**src/rtl/dec_crc_pkg.sv**
```systemverilog
// Shared types, default CRC parameters and the bitwise CRC fold used by the
// DEC receive-side checker (and by anything that needs a reference CRC).
package dec_crc_pkg;

    typedef enum logic [1:0] {
        IDLE = 2'd0,
        CALC = 2'd1,
        DONE = 2'd2
    } state_e;

    localparam int          CRC_WIDTH_DEF = 32;
    localparam logic [31:0] POLY_DEF      = 32'h04C11DB7;
    localparam logic [31:0] INIT_DEF      = 32'hFFFF_FFFF;

    // Upper bounds for the fold helper; callers zero-extend into these.
    localparam int MAX_CRC_W   = 64;
    localparam int MAX_CHUNK_W = 512;

    // Folds the low chunk_w bits of chunk into a crc_w-bit CRC, MSB first.
    function automatic logic [MAX_CRC_W-1:0] crc_fold(
        input logic [MAX_CRC_W-1:0]   crc,
        input logic [MAX_CHUNK_W-1:0] chunk,
        input int                     crc_w,
        input int                     chunk_w,
        input logic [MAX_CRC_W-1:0]   poly
    );
        logic [MAX_CRC_W-1:0] c;
        logic [MAX_CRC_W-1:0] mask;
        logic                 fb;
        c    = crc;
        mask = (MAX_CRC_W'(1) << crc_w) - MAX_CRC_W'(1);
        for (int i = MAX_CHUNK_W - 1; i >= 0; i--) begin
            if (i < chunk_w) begin
                fb = c[crc_w-1] ^ chunk[i];
                c  = ((c << 1) ^ (fb ? poly : '0)) & mask;
            end
        end
        return c;
    endfunction

endpackage

```
**src/rtl/dec_crc_chunk_step.sv**
```systemverilog
// One CHUNK_WIDTH-bit CRC fold step: purely combinational wrapper around
// crc_fold, sized to the checker's CRC and chunk widths.
module dec_crc_chunk_step
    import dec_crc_pkg::*;
#(
    parameter int                   CRC_WIDTH   = CRC_WIDTH_DEF,
    parameter int                   CHUNK_WIDTH = 64,
    parameter logic [CRC_WIDTH-1:0] POLY        = CRC_WIDTH'(POLY_DEF)
) (
    input  logic [CRC_WIDTH-1:0]   crc_i,
    input  logic [CHUNK_WIDTH-1:0] chunk_i,
    output logic [CRC_WIDTH-1:0]   crc_o
);

    logic [MAX_CRC_W-1:0]   crc_ext;
    logic [MAX_CRC_W-1:0]   poly_ext;
    logic [MAX_CHUNK_W-1:0] chunk_ext;

    always_comb begin
        crc_ext                     = '0;
        crc_ext[CRC_WIDTH-1:0]      = crc_i;
        poly_ext                    = '0;
        poly_ext[CRC_WIDTH-1:0]     = POLY;
        chunk_ext                   = '0;
        chunk_ext[CHUNK_WIDTH-1:0]  = chunk_i;
        crc_o = CRC_WIDTH'(crc_fold(crc_ext, chunk_ext, CRC_WIDTH, CHUNK_WIDTH, poly_ext));
    end

endmodule

```
**config.mk**
```make
export PLATFORM = sky130hd
export DESIGN_NAME = dec_crc_chunk_step
export DESIGN_NICKNAME = d
export VERILOG_FILES = /design/src/rtl/dec_crc_pkg.sv /design/src/rtl/dec_crc_chunk_step.sv
export SDC_FILE = /design/constraint.sdc
export NUM_CORES = 1
export LEC_CHECK = 0
export ABC_CLOCK_PERIOD_IN_PS = 7900
export BUFFER_PORTS_ARGS = -buffer_cell sky130_fd_sc_hd__buf_2
export CORE_UTILIZATION = 40
export DETAILED_ROUTE_END_ITERATION = 8
export PLACE_DENSITY = 0.58
export SLEW_MARGIN = 0
export SYNTH_ARGS = -nofsm -noshare
export SYNTH_HDL_FRONTEND = slang
export SYNTH_SLANG_ARGS = --single-unit
export TNS_END_PERCENT = 5
```
**constraint.sdc**
```tcl
create_clock -name vclk -period 7.9
set_input_delay 0.395 -clock vclk [all_inputs]
set_output_delay 0.395 -clock vclk [all_outputs]
set_load 0.005 [all_outputs]
```
==> run metrics, run 1 <==
outcome=completed; post-CTS setup buffers=0; grt ovf=0; Area Growth Syn to Fin=14.4%; Mapped Cells=522; share of post-route cells with drive strength above 1=0.326; setup TNS=0 ns; DRT Wirelength=19300 um; met1 GRT Util=0.314; Slew HR=0.456; width of the die=137 um; Nets=around 760; final hold violations=0; Post-DP HPWL=roughly 17000 um; per-cell routed wire length=21.7 um; hold path startpoint=chunk_i[4]; end of the critical path=crc_o[14]; Die Y=137 um; Seq/Total Area, Yosys=0; Final Cell Area=8290 um2; final core utilization=0.474; Max Slew Vio Count=0; YS warnings=0; Starting Density=0.415; largest net degree at the start of global routing=11; Buffers on Ports=128; die area=18700 um2; Net Count, Synth=just over 600; endpoint class of the critical path=output pin; fin cells=891; Final setup viols=0; first-pass GRT wire length=28900 um; Sequential cell area=0 um2; initial DRC count=274; diode count=0; met3 usage=0.00556; Max Fclk=133 MHz; placed inst area=8290 um2; final period utilization=0.954; Post-route DRC=0; Mapped Area=7240 um2; Crit Path Max Fanout=10; crit path launch=chunk_i[62]; drt first pass iters=4; Avg Vias per Cell=~4.7; # clk buffers=0; most frequent cells in the layout=xnor2_1 (239), buf_2 (128), xnor3_1 (117); GRT busiest layer=met2; IO Pins=128; min-delay worst type=input pin to output pin; DR vias=between 4k and 5k; count of hold buffers inserted by post-cts repair=0; Unique masters post-synth=11; number of sequential cells=0; RSZ-0062 raised after global routing=false; crit path DAT=7.14 ns; vias in the first global route=4571; Worst setup SP type=input pin; slew of the pin with the lowest slew margin=0.809 ns; Placed Instances=891; cts repair resizes=0; initial antenna violation count=0; Fill cells=~1.6k; Worst Path Required=around 7.5 ns; cell row count=48; total track usage=0.213; core area=roughly 17000 um2; clock period minus worst slack=7.54 ns; most common cell after layout, fill and taps aside=xnor2_1; routing usage on met2=0.364; Crit Path Class=input pin to output pin; max-cap viol count=0; RePlAce Congestion=roughly 0.87; Avg Cell Area, Syn=13.9 um2; post-route ant nets=0
[final cells by class]
cell class	count	area (um2)	share of cell area
Multi-Input combinational cell	521	7240	0.874
Timing Repair Buffer	144	761	0.0918
Tap cell	225	282	0.0340
Inverter	1	3.75	0.000453
[cells by family after synthesis]
| group | after synthesis | share of synthesized area |
|---|---|---|
| buffers and inverters | 1 | 0.000518 |
| XOR/XNOR | 521 | 0.999 |
[worst min-delay path by stage]
| stage | end | slack, ns | depth (start not counted) |
|---|---|---|---|
| after floorplan | crc_o[25] | 1.44 | 5 |
| after global placement | crc_o[14] | 1.74 | 6 |
| after detailed placement | crc_o[25] | 1.80 | 7 |
| after CTS | crc_o[14] | 1.82 | 6 |
| after global routing | crc_o[14] | 1.84 | 6 |
| final | crc_o[14] | 1.77 | 6 |
[per-stage QoR]
step                      hold WS [ns]  worst slack (ns)
after floorplan                   1.44              1.77
after global placement            1.74             0.364
after detailed placement          1.80             0.370
after CTS                         1.82             0.290
after global routing              1.84            0.0805
final                             1.77             0.364
[layer usage]
metal  part of all wire  vias up
li1                   -     1996
met1               0.47     2087
met2               0.47      131
met3              0.049       10
met4             0.0088        0
met5                  0        -
[Yosys cell counts]
master	number	area [um2]
xnor3_2	6	143
xnor3_1	117	2640
xnor2_4	9	248
inv_1	1	3.75
xor3_1	17	404
xor3_2	7	175
xor2_1	75	657
xnor2_1	239	2090
xor2_4	5	138
xor2_2	15	244
xnor2_2	31	504
[critical path: stages]
cell and delay (ns):
buf_2 0.13, xnor2_4 0.48, xnor2_1 0.30, xor2_4 0.29, xnor2_1 0.59, xnor3_1 0.70, xnor2_2 0.46, xor3_1 0.51
xor2_2 0.41, xor3_2 0.65, xnor2_4 0.37, xnor3_2 0.58, xor2_1 0.62, xor3_1 0.34, xnor2_1 0.15, buf_2 0.13
Power of run 1 is left out: the tool's default activity adds up to more than one toggle a clock period on the data nets, which glitch-free logic cannot reach.
==> run 2: changes to the inputs <==
Settings changed: SETUP_SLACK_MARGIN set to 0.5.
==> run metrics, run 2 (synthesized netlist as in run 1, its figures left out) <==
max layer used=met4; WP buf/inv=2; Fill cells=1611; DR vias=4203; most frequent cells in the layout=xnor2_1 (238), buf_2 (128), xnor3_1 (116); Crit Path Class=input pin to output pin; post-CTS setup buffers=0; slew of the pin with the lowest slew margin=0.807 ns; routed length on met3=1060 um; WL met1=8950 um; Area Growth Syn to Fin=15.0%; setup TNS=0 ns; diode count=0; Final Cell Area=~8300 um2; die area=roughly 19000 um2; RePlAce Congestion=0.871; Max Fclk=about 140 MHz; drt first pass iters=4; hold path depth=6; initial antenna violation count=0; IO Pins=128; min-delay worst type=input pin to output pin; initial DRC count=around 290; total track usage=0.214; width of the die=137 um; slowest cell delay on critical path=0.70 ns; final core utilization=0.477; Avg Vias per Cell=4.72; endpoint class of the critical path=output pin; DRT Wirelength=19300 um; cell row count=48; Starting Density=0.415; clock period minus worst slack=7.14 ns; Die Y=around 140 um; core area=17500 um2; vias in the first global route=4563; Sequential cell area=0 um2; Worst setup SP type=input pin; Crit Path Max Fanout=6; largest net degree at the start of global routing=11; largest delay contributor family on the critical path=XOR/XNOR gates; outcome=completed; met2 wire length=between 9000 and 10000 um; Post-DP HPWL=16700 um; WHS Endpoint=crc_o[14]; first-pass GRT wire length=28900 um; number of sequential cells=0; worst path cell trace=buf_2, xor2_1, xnor3_1, xnor2_1, xnor3_1, xnor3_2, xnor2_1, xnor3_1, xor2_2, xnor2_4, xor2_2, xor3_2, xnor2_4, xor2_2, xor3_1, buf_2; Buffers on Ports=about 130; Nets=764; crit path DAT=between 6 and 7 ns; per-cell routed wire length=between 20 and 25 um; max-cap viol count=0; RSZ-0062 raised after global routing=true; most common cell after layout, fill and taps aside=xnor2_1; Post-route DRC=0; Slew HR=0.458; final period utilization=0.904; # clk buffers=0; Final setup viols=0; hold path startpoint=chunk_i[4]; Hold Slack=approximately 1.8 ns; grt ovf=0; Worst Path Required=around 7.5 ns; post-route ant nets=0; slowest CP cell=xnor3_1; share of post-route cells with drive strength above 1=0.332; final hold violations=0; Max Slew Vio Count=0; placed inst area=approximately 8300 um2
==> run 2: cell counts in the layout (fill, tap and decap cells not counted) <==
No cell type changed its count.
==> run 2: metal layers <==
layer	vias to the layer above	global-route usage
li1	1994	-
met2	137	0.365
met3	10	0.00556
met5	-	0
met4	0	0.0160
met1	2062	0.314
==> run 2: area by class of cell <==
cell class | instances | area [um2] | area share
multi-input cells | 521 | 7290 | 0.874
repair buffers | 144 | 761 | 0.0913
well taps | 225 | 282 | 0.0338
inverters | 1 | 3.75 | 0.000450
==> run 2: how the worst max path moves through the flow <==
| stage | start | endpoint | slack (ns) | depth (start not counted) |
|---|---|---|---|---|
| floorplan | chunk_i[60] | crc_o[18] | 1.77 | 14 |
| global placement | chunk_i[62] | crc_o[11] | 0.36 | 16 |
| detailed placement | chunk_i[62] | crc_o[14] | 0.37 | 16 |
| CTS | chunk_i[60] | crc_o[18] | 0.56 | 16 |
| global route | chunk_i[60] | crc_o[11] | 0.48 | 16 |
| finish | chunk_i[60] | crc_o[11] | 0.76 | 16 |
==> run 2: stage by stage <==
step | std cells | worst slack (ns)
5_1_grt | 891 | 0.482
6_report | 891 | 0.762
3_5_place_dp | 891 | 0.370
4_1_cts | 891 | 0.559
3_3_place_gp | 891 | 0.364
2_1_floorplan | 522 | 1.77
==> run 2: worst min-delay path, delay by kind of cell <==
| kind | cells | cell delay [ns] |
|---|---|---|
| xor gates and xnor gates | 4 | 0.77 |
| buffers and inverters | 2 | 0.21 |
==> run 2: timing repair <==
item / in CTS / in global routing
hold buffers: 0 / 0
endpoints found under the setup margin: 6 / 5
resized for setup: 3 / 3
Power of run 2 is left out for the same reason.
==> run 3: changes to the inputs <==
Settings changed: ABC_AREA set to 1, PLACE_DENSITY 0.58 to not set, PLACE_DENSITY_LB_ADDON set to 0.15, TNS_END_PERCENT 5 to 30.
==> run metrics, run 3 <==
outcome=completed; Mapped Area=11100 um2; Die Y=169 um; width of the die=169 um; Avg Vias per Cell=roughly 5.1; endpoint class of the critical path=output pin; largest area contributor in the netlist=nand2_1; final period utilization=0.855; slew of the pin with the lowest slew margin=0.816 ns; clock period minus worst slack=6.75 ns; Post-route DRC=0; Worst setup SP type=input pin; IO Pins=128; diode count=0; most frequent cell after synthesis=nand2_1; number of sequential cells=0; first-pass GRT wire length=65400 um; Slew HR=0.454; Buffers on Ports=128; initial DRC count=approximately 1.4k; Unique masters post-synth=30; most frequent cells in the layout=nand2_1 (1029), nand3_1 (331), inv_1 (197); commonest cells in the netlist=nand2_1 (1029), nand3_1 (331), inv_1 (197), nand2_2 (178), xor2_1 (152); GRT busiest layer=met1; min-delay worst type=input pin to output pin; slowest cell delay on critical path=0.32 ns; Net Count, Synth=2263; routing usage on met2=0.387; Seq/Total Area, Yosys=0; RePlAce Congestion=0.983; drt first pass iters=6; Starting Density=0.410; total track usage=0.294; cell row count=60; Crit Path Class=input pin to output pin; Nets=2387; post-route ant nets=0; Crit Path Max Fanout=11; YS warnings=0; Area Growth Syn to Fin=9.32%; Sequential cell area=0 um2; Post-DP HPWL=37200 um; Final setup viols=0; post-CTS setup buffers=0; crit path DAT=about 6.4 ns; DR vias=13.7k; RSZ-0062 raised after global routing=false; cts repair resizes=0; Mapped Cells=2167; count of hold buffers inserted by post-cts repair=0; final hold violations=0; share of post-route cells with drive strength above 1=0.210; final core utilization=0.448; top-area cell type share of the netlist area=0.347; slowest CP cell=nand2_1; largest delay contributor family on the critical path=simple AND/OR/NAND/NOR gates; per-cell routed wire length=15.8 um; top cells by area, synth=nand2_1 (35%), nand3_1 (15%), xor2_1 (12%); max-cap viol count=0; Max Fclk=148 MHz; area of the multi-input gates=approximately 10000 um2; die area=28500 um2; largest net degree at the start of global routing=14; # clk buffers=0; WP buf/inv=9; DRT Wirelength=42000 um; met3 usage=0.0606; initial antenna violation count=0; Fill cells=3089; vias in the first global route=between 10k and 15k; setup TNS=0 ns; grt ovf=0; Worst Path Required=7.51 ns; met1 GRT Util=0.487; core area=around 27000 um2; Most Frequent Cell on Critical Path=nand2_1; Avg Cell Area, Syn=5.14 um2; Max Slew Vio Count=0; most common cell after layout, fill and taps aside=nand2_1
-- run 3: cell type report --
class,instances,share of cell area
multi-input combinational,1918,0.833
inverter,243,0.0758
timing repair buffer,128,0.0526
tap,372,0.0382
-- run 3: cell families (layout without fill, tap and decap cells) --
family                    after synthesis  in the layout  share of synthesized area
and+or+nand+nor                      1707           1707                      0.740
xor gates and xnor gates              209            209                      0.170
buffers and inverters                 249            371                     0.0889
AOI/OAI and AO/OA                       2              2                    0.00146
-- run 3: layer usage --
layer	wire [um]	vias to the layer above
met5	0	-
met3	4920	12
li1	-	6962
met1	22000	6203
met4	127	0
met2	14900	522
-- run 3: worst paths after layout --
kind,start,end,slack [ns],cells after the start
hold / removal,chunk_i[0],crc_o[22],1.19,3
setup / recovery,crc_i[31],crc_o[9],1.15,47
-- run 3: worst min-delay path, delay by kind of cell --
family | cells | cell delay, ns
buffers and inverters | 2 | 0.20
XOR/XNOR | 1 | 0.20
-- run 3: metrics by stage --
step	setup slack [ns]	cells	area [um2]	hold WS (ns)
6_report	1.15	2661	12200	1.19
3_5_place_dp	1.35	2661	12200	1.20
3_3_place_gp	1.44	2661	12200	1.19
4_1_cts	1.33	2661	12200	1.20
5_1_grt	0.639	2661	12200	1.23
2_1_floorplan	3.20	2167	11100	1.00
Power of run 3 is left out for the same reason.
